--- src/rtl/eyeriss_pkg.sv ---
// Shared Eyeriss definitions: default datapath widths and the ofmap dump FSM state encoding.
package eyeriss_pkg;

  localparam int DEF_DATA_WIDTH = 16;
  localparam int DEF_ADDR_WIDTH = 12;
  localparam int DEF_M_WIDTH    = 10;
  localparam int DEF_N_WIDTH    = 3;
  localparam int DEF_E_WIDTH    = 6;

  typedef enum logic [2:0] {
    IDLE,
    CHECK,
    STREAM,
    DRAIN,
    DONE
  } dump_state_e;

endpackage

--- src/rtl/ofmap_out_fifo.sv ---
// Two-entry output FIFO for the ofmap dumper; the payload is a psum word with its image/filter tags and last flag.
module ofmap_out_fifo
  import eyeriss_pkg::*;
#(
  parameter int DATA_WIDTH = DEF_DATA_WIDTH,
  parameter int M_WIDTH    = DEF_M_WIDTH,
  parameter int N_WIDTH    = DEF_N_WIDTH
) (
  input  logic                  clk,
  input  logic                  reset_n,
  input  logic                  push_i,
  input  logic [DATA_WIDTH-1:0] push_data_i,
  input  logic [N_WIDTH-1:0]    push_img_i,
  input  logic [M_WIDTH-1:0]    push_filt_i,
  input  logic                  push_last_i,
  input  logic                  pop_i,
  output logic                  valid_o,
  output logic [DATA_WIDTH-1:0] head_data_o,
  output logic [N_WIDTH-1:0]    head_img_o,
  output logic [M_WIDTH-1:0]    head_filt_o,
  output logic                  head_last_o,
  output logic [1:0]            count_o
);

  localparam int PW = DATA_WIDTH + N_WIDTH + M_WIDTH + 1;

  logic [PW-1:0] mem_q [2];
  logic          wr_ptr_q;
  logic          rd_ptr_q;
  logic [1:0]    count_q;

  // The producer never pushes into a full FIFO, so a push never overwrites the head being held.
  always_ff @(posedge clk or negedge reset_n) begin
    if (!reset_n) begin
      for (int i = 0; i < 2; i++) mem_q[i] <= '0;
      wr_ptr_q <= 1'b0;
      rd_ptr_q <= 1'b0;
      count_q  <= 2'd0;
    end else begin
      if (push_i) begin
        mem_q[wr_ptr_q] <= {push_data_i, push_img_i, push_filt_i, push_last_i};
        wr_ptr_q        <= ~wr_ptr_q;
      end
      if (pop_i) rd_ptr_q <= ~rd_ptr_q;
      case ({push_i, pop_i})
        2'b10:   count_q <= count_q + 2'd1;
        2'b01:   count_q <= count_q - 2'd1;
        default: count_q <= count_q;
      endcase
    end
  end

  assign {head_data_o, head_img_o, head_filt_o, head_last_o} = mem_q[rd_ptr_q];
  assign valid_o = (count_q != 2'd0);
  assign count_o = count_q;

endmodule

--- src/rtl/ofmap_dumper.sv ---
// Streams a block of psums from the GLB to a ready/valid output, tagging each word with image and filter id.
// Define OFMAP_DUMPER_RELU_EN to clamp negative psums to zero on the way out.
module ofmap_dumper
  import eyeriss_pkg::*;
#(
  parameter int DATA_WIDTH = DEF_DATA_WIDTH,
  parameter int ADDR_WIDTH = DEF_ADDR_WIDTH,
  parameter int M_WIDTH    = DEF_M_WIDTH,
  parameter int N_WIDTH    = DEF_N_WIDTH,
  parameter int E_WIDTH    = DEF_E_WIDTH
) (
  input  logic                    clk,
  input  logic                    reset_n,
  input  logic                    ofmap_dump,
  output logic                    dump_done,
  input  logic [1:0][N_WIDTH-1:0] psum_ids,
  input  logic [1:0][M_WIDTH-1:0] psum_channel_ids,
  input  logic [E_WIDTH-1:0]      e,
  input  logic [E_WIDTH-1:0]      E,
  output logic                    rd_en,
  output logic [ADDR_WIDTH-1:0]   rd_addr,
  input  logic [DATA_WIDTH-1:0]   rd_data,
  output logic                    out_valid,
  input  logic                    out_ready,
  output logic [DATA_WIDTH-1:0]   out_data,
  output logic                    out_last,
  output logic [N_WIDTH-1:0]      out_image_id,
  output logic [M_WIDTH-1:0]      out_filter_id
);

  function automatic logic [DATA_WIDTH-1:0] relu(input logic [DATA_WIDTH-1:0] d);
`ifdef OFMAP_DUMPER_RELU_EN
    logic signed [DATA_WIDTH-1:0] s;
    s = d;
    return (s < 0) ? '0 : d;
`else
    return d;
`endif
  endfunction

  dump_state_e state_q, state_d;

  logic [N_WIDTH-1:0]    n0_q, n0_d, n1_q, n1_d, img_q, img_d;
  logic [M_WIDTH-1:0]    m0_q, m0_d, m1_q, m1_d, filt_q, filt_d;
  logic [E_WIDTH-1:0]    rows_q, rows_d, cols_q, cols_d;
  logic [E_WIDTH-1:0]    row_q, row_d, col_q, col_d;
  logic [ADDR_WIDTH-1:0] addr_q, addr_d;

  logic                  vld_p0;
  logic [N_WIDTH-1:0]    img_p0;
  logic [M_WIDTH-1:0]    filt_p0;
  logic                  last_p0;

  logic       pop;
  logic [1:0] fifo_count;
  logic [2:0] occ;
  logic       credit_ok;
  logic       col_end, row_end, filt_end, img_end, last_rd;

  // Occupancy counts words in the FIFO plus the read in flight, net of this cycle's pop.
  assign pop       = out_valid & out_ready;
  assign occ       = 3'(fifo_count) + 3'(vld_p0) - 3'(pop);
  assign credit_ok = (occ < 3'd2);

  assign col_end  = (col_q  == cols_q - E_WIDTH'(1));
  assign row_end  = (row_q  == rows_q - E_WIDTH'(1));
  assign filt_end = (filt_q == m1_q);
  assign img_end  = (img_q  == n1_q);
  assign last_rd  = col_end & row_end & filt_end & img_end;

  assign rd_addr = addr_q;

  always_comb begin
    state_d   = state_q;
    n0_d      = n0_q;
    n1_d      = n1_q;
    m0_d      = m0_q;
    m1_d      = m1_q;
    rows_d    = rows_q;
    cols_d    = cols_q;
    img_d     = img_q;
    filt_d    = filt_q;
    row_d     = row_q;
    col_d     = col_q;
    addr_d    = addr_q;
    rd_en     = 1'b0;
    dump_done = 1'b0;
    case (state_q)
      IDLE: begin
        if (ofmap_dump) begin
          n0_d    = psum_ids[0];
          n1_d    = psum_ids[1];
          m0_d    = psum_channel_ids[0];
          m1_d    = psum_channel_ids[1];
          rows_d  = e;
          cols_d  = E;
          img_d   = psum_ids[0];
          filt_d  = psum_channel_ids[0];
          row_d   = '0;
          col_d   = '0;
          addr_d  = '0;
          state_d = CHECK;
        end
      end
      CHECK: begin
        if ((n1_q < n0_q) || (m1_q < m0_q) || (rows_q == '0) || (cols_q == '0))
          state_d = DONE;
        else
          state_d = STREAM;
      end
      STREAM: begin
        if (credit_ok) begin
          rd_en  = 1'b1;
          addr_d = addr_q + ADDR_WIDTH'(1);
          // Column is innermost, then row, filter id, image id; each wraps by compare-to-limit.
          if (!col_end) begin
            col_d = col_q + E_WIDTH'(1);
          end else begin
            col_d = '0;
            if (!row_end) begin
              row_d = row_q + E_WIDTH'(1);
            end else begin
              row_d = '0;
              if (!filt_end) begin
                filt_d = filt_q + M_WIDTH'(1);
              end else begin
                filt_d = m0_q;
                img_d  = img_end ? n0_q : img_q + N_WIDTH'(1);
              end
            end
          end
          if (last_rd) state_d = DRAIN;
        end
      end
      DRAIN: begin
        if (pop && out_last) state_d = DONE;
      end
      DONE: begin
        dump_done = 1'b1;
        state_d   = IDLE;
      end
      default: state_d = IDLE;
    endcase
  end

  always_ff @(posedge clk or negedge reset_n) begin
    if (!reset_n) begin
      state_q <= IDLE;
      n0_q    <= '0;
      n1_q    <= '0;
      m0_q    <= '0;
      m1_q    <= '0;
      rows_q  <= '0;
      cols_q  <= '0;
      img_q   <= '0;
      filt_q  <= '0;
      row_q   <= '0;
      col_q   <= '0;
      addr_q  <= '0;
    end else begin
      state_q <= state_d;
      n0_q    <= n0_d;
      n1_q    <= n1_d;
      m0_q    <= m0_d;
      m1_q    <= m1_d;
      rows_q  <= rows_d;
      cols_q  <= cols_d;
      img_q   <= img_d;
      filt_q  <= filt_d;
      row_q   <= row_d;
      col_q   <= col_d;
      addr_q  <= addr_d;
    end
  end

  // p0: tags travel alongside the GLB read, whose data returns one cycle after rd_en.
  always_ff @(posedge clk or negedge reset_n) begin
    if (!reset_n) begin
      vld_p0  <= 1'b0;
      img_p0  <= '0;
      filt_p0 <= '0;
      last_p0 <= 1'b0;
    end else begin
      vld_p0  <= rd_en;
      img_p0  <= img_q;
      filt_p0 <= filt_q;
      last_p0 <= rd_en & last_rd;
    end
  end

  ofmap_out_fifo #(
    .DATA_WIDTH (DATA_WIDTH),
    .M_WIDTH    (M_WIDTH),
    .N_WIDTH    (N_WIDTH)
  ) u_out_fifo (
    .clk         (clk),
    .reset_n     (reset_n),
    .push_i      (vld_p0),
    .push_data_i (relu(rd_data)),
    .push_img_i  (img_p0),
    .push_filt_i (filt_p0),
    .push_last_i (last_p0),
    .pop_i       (pop),
    .valid_o     (out_valid),
    .head_data_o (out_data),
    .head_img_o  (out_image_id),
    .head_filt_o (out_filter_id),
    .head_last_o (out_last),
    .count_o     (fifo_count)
  );

endmodule

--- config.mk ---
export PLATFORM = sky130hd
export DESIGN_NAME = ofmap_dumper
export DESIGN_NICKNAME = d
export VERILOG_FILES = /design/src/rtl/eyeriss_pkg.sv /design/src/rtl/ofmap_out_fifo.sv /design/src/rtl/ofmap_dumper.sv
export SDC_FILE = /design/constraint.sdc
export NUM_CORES = 1
export LEC_CHECK = 0
export BUFFER_PORTS_ARGS = -buffer_cell sky130_fd_sc_hd__buf_4
export CORE_MARGIN = 1.5
export CORE_UTILIZATION = 55
export DETAILED_ROUTE_END_ITERATION = 10
export HOLD_SLACK_MARGIN = 0.02
export PLACE_DENSITY_LB_ADDON = 0.05
export SKIP_LAST_GASP = 1
export SLEW_MARGIN = 30
export SYNTH_ARGS = -nofsm -noshare
export SYNTH_HDL_FRONTEND = slang
export SYNTH_SLANG_ARGS = --single-unit
export TNS_END_PERCENT = 30
--- constraint.sdc ---
create_clock -name clk -period 5.7 [get_ports clk]
set_input_delay 0 -clock clk [delete_from_list [all_inputs] [get_ports clk]]
set_output_delay 0 -clock clk [all_outputs]
set_load 0.05 [all_outputs]
==> impl_metrics.csv <==
group,metric,value,unit
run_status,status,"completed",
detailed_routing,wire_per_inst,16.7,um
power,internal-power,2940,uW
cells_and_area,fin_cells,1040,
global_route,grt_max_degree,83,
power,power_frac_clock,24.1,%
cells_and_area,stdcell_area,9770,sq um
global_route,grt_use_total,25.2,%
critical_path,r2r_slack,1.85,ns
sta,min_period_over_period,67.6,%
critical_path,cp.arrival,4.15,ns
cells_and_area,areaGrowthSynthToFinish,27.2,%
placed_design,pre_cts_slack,1.99,ns
critical_path,path_cells,"or2_2 > and2_1 > ha_1 > nand2b_1 > fa_1 > xnor2_1 > a41o_1 > o31a_1 > o21ai_1 > a21oi_1 > mux2_2",
sta,drv_slew,0,
yosys,synth_flop_cell,"dfrtp_1",
yosys,syn-num-nets,779,
floorplanning,initial_core_util,55.8,%
detailed_routing,vias,5729,
floorplanning,design.die.area,14700,sq um
floorplanning,die_h,121,um
floorplanning,io_pins,103,
power,ir_drop,0.267,mV
yosys,ys_types,56,
floorplanning,row_count,43,
worst_hold_path,hold_class,"input port to async pin",
critical_path,required,6.00,ns
global_route,grt_pass1_wl,28700,um
placed_design,port_buffers,102,
power,switching_share,38.2,%
yosys,yosys_warnings,0,
sta,finalSetupViolations,0,
sta,hold_viol,0,
clocking,post_cts_buffers,0,
placed_design,placed_area,8620,sq um
detailed_routing,via_per_inst,5.51,
global_route,grt_pass1_vias,5879,
critical_path,crit_slowest_cell,"a41o_1",
power,p_seq_share,34.4,%
detailed_routing,drt_iter0_markers,334,
power,combPwrFrac,41.5,%
global_route,overflow,0,
power,p_leak,0.00452,uW
power,p_switching,1820,uW
critical_path,critPathTopFamily,"compound AO/OA/AOI/OAI gates",
critical_path,rr_startpoint,"u_out_fifo.count_o[0]$_DFFE_PN0P_",
critical_path,end_kind,"flip-flop",
critical_path,start_kind,"flip-flop",
clocking,clk_pin_slew_worst_paths,0.06,ns
yosys,avgSynthCellArea,11.0,sq um
sta,tns,0,ns
sta,clock.fmax,260,MHz
clocking,cts_made_buffers,17,
sta,max_slew_margin,36.3,%
detailed_routing,drcViolationCount,0,
sta,layout_min_cycle_time,3.85,ns
sta,rsz0062_at_grt,"no",
critical_path,worst-setup-path-type,"flip-flop to flip-flop",
placed_design,dp.cells,954,
floorplanning,fp.dieW,121,um
yosys,synth_edf_count,0,
yosys,synth-seq-cells,157,
floorplanning,core,13800,sq um
clocking,clockBufferDepth,2,
detailed_routing,dr.pass1.iters,5,
placed_design,gp_congestion,0.803,
detailed_routing,wl,17400,um
flow_run,drv_cap,0,
cells_and_area,fillers,1022,
critical_path,slowest_delay,0.47,ns
critical_path,critical_path_buf_inv_count,0,
clocking,cts_sinks,157,
cells_and_area,n_antenna_cell,0,
sta,worst_pin_slew,0.953,ns
sta,finalWorstSetupSlack,1.85,ns
sta,final.setup_skew,0.0101,ns
yosys,async_flop_share,100,%
power,cellPowerDensity,487,nW/um^2
critical_path,reg2reg_to,"img_q[1]$_DFFE_PN0P_",
yosys,syn_inst,698,
cells_and_area,drive_above_1_share,27.9,%
detailed_routing,ant_nets,0,
global_route,antenna_found_initial,0,
cells_and_area,nNetsFinal,931,
clocking,cts_tree,"built",
critical_path,r2r_cells,11,
clocking,insertion_delay,0.43,ns
placed_design,hpwl,11300,um
clocking,root_buffer,"clkbuf_16",
critical_path,crit_fanout,12,
yosys,yosysSeqAreaShare,51.1,%
yosys,synth_area,7680,sq um
clocking,htreeDepth,4,
## cell usage in the layout (no fill, tap or decap), types with 3 or more instances in the layout
| cell type | count |
|---|---|
| o311ai_0 | 7 |
| xnor2_1 | 23 |
| or2_2 | 3 |
| nand4_1 | 10 |
| bufinv_16 | 4 |
| dfrtp_1 | 157 |
| o21a_1 | 4 |
| nor3_1 | 10 |
| xor2_1 | 32 |
| mux2_1 | 7 |
| or3_1 | 7 |
| nand3_1 | 17 |
| o21ai_0 | 31 |
| mux2_2 | 95 |
| dlygate4sd3_1 | 57 |
| buf_4 | 107 |
| clkbuf_1 | 4 |
| nor2_1 | 25 |
| inv_1 | 26 |
| and2_1 | 3 |
| clkinv_2 | 3 |
| a21oi_1 | 12 |
| o31ai_1 | 4 |
| ha_1 | 22 |
| clkbuf_16 | 17 |
| nand2_1 | 114 |
| o211ai_1 | 4 |
| a21o_1 | 4 |
| and3_1 | 5 |
## Yosys cell counts (5+ instances only)
cell      number  area share (%)
nor3_1        10            0.65
nand4_1       10            0.81
and3_1         5            0.41
or3_1          7            0.57
inv_1         26             1.3
o311ai_0       7            0.80
buf_1          6            0.29
mux2_2        95              14
o21ai_0       31             2.0
clkbuf_1      26             1.3
mux2_1         7             1.0
dfrtp_1      157              51
a21oi_1       12            0.78
nor2_1        26             1.3
nand3_1       18             1.2
xor2_1        32             3.6
nand2_1      114             5.6
xnor2_1       23             2.6
ha_1          22             3.6
## worst max-delay path by stage
| stage | startpoint | to | cells after the start |
|---|---|---|---|
| 6_report | u_out_fifo.count_o[0]$_DFFE_PN0P_ | img_q[1]$_DFFE_PN0P_ | 11 |
| 5_1_grt | u_out_fifo.count_o[0]$_DFFE_PN0P_ | img_q[1]$_DFFE_PN0P_ | 11 |
| 4_1_cts | u_out_fifo.count_o[0]$_DFFE_PN0P_ | img_q[1]$_DFFE_PN0P_ | 11 |
| 3_5_place_dp | u_out_fifo.count_o[0]$_DFFE_PN0P_ | img_q[2]$_DFFE_PN0P_ | 11 |
| 3_3_place_gp | u_out_fifo.count_o[1]$_DFFE_PN0P_ | img_q[2]$_DFFE_PN0P_ | 11 |
| 2_1_floorplan | u_out_fifo.count_o[1]$_DFFE_PN0P_ | filt_q[2]$_DFFE_PN0P_ | 13 |
## cell type report
class / count / area [sq um] / area share, %
inverter: 26 / 97.6 / 0.999
sequential: 157 / 3930 / 40.2
timing repair buffer: 166 / 1400 / 14.3
tap: 180 / 225 / 2.30
clock inverter: 8 / 144 / 1.47
multi-input combinational: 482 / 3540 / 36.2
clock buffer: 21 / 440 / 4.51
## routing by layer
layer	global-route usage, %	part of all wire (%)	vias up
met4	8.68	1.7	0
met2	42.2	49	143
met1	32.7	46	2830
met5	0	0	-
li1	-	-	2734
met3	5.17	3.8	22
## sequential cells by signal, summed over array words and instances, names as in the netlist, 2 cells and up
| signal | count |
|---|---|
| row_q | 6 |
| col_q | 6 |
| img_q | 3 |
| filt_q | 10 |
| rows_q | 6 |
| img_p0 | 3 |
| u_out_fifo.count_o | 2 |
| u_out_fifo.mem_q | 60 |
| m1_q | 10 |
| rd_addr | 12 |
| n1_q | 3 |
| m0_q | 10 |
| state_q | 3 |
| n0_q | 3 |
| filt_p0 | 10 |
| cols_q | 6 |
## power groups by stage
stage,Combinational (uW),Clock (uW),Sequential [uW]
2_1_floorplan,1430,0,1620
3_3_place_gp,1910,0,1630
3_5_place_dp,1940,0,1650
4_1_cts,1980,1160,1630
5_1_grt,2110,1210,1680
6_report,1970,1150,1630
## through the flow
| step | hold slack (ns) | utilization, % | power [uW] |
|---|---|---|---|
| finish | 0.160 | 71.0 | 4760 |
| detailed placement | 0.0645 | 62.6 | 3590 |
| floorplan | -0.296 | - | 3050 |
| global placement | 0.0583 | 62.5 | 3530 |
| global route | 0.238 | 71.0 | 5000 |
| CTS | 0.191 | 71.0 | 4780 |
## logic make-up after synthesis
kind of cell,synth area share (%)
simple gates,12.5
flops,51.1
mux,15.2
compound gates,8.11
buf+inv,2.98
xor+xnor,6.27
fa+ha+maj,3.84
## repair_timing
action	4_1_cts	5_1_grt
resized for setup	0	0
hold buffers	57	0
hold endpoints to repair	157	0
## worst register-to-register path, cell delays in order, from the launching register on
cell,delay [ns]
dfrtp_1,0.42
or2_2,0.32
and2_1,0.24
ha_1,0.31
nand2b_1,0.15
fa_1,0.38
xnor2_1,0.19
a41o_1,0.47
o31a_1,0.36
o21ai_1,0.18
a21oi_1,0.33
mux2_2,0.39
No activity file was read; power rests on OpenSTA's default activity.
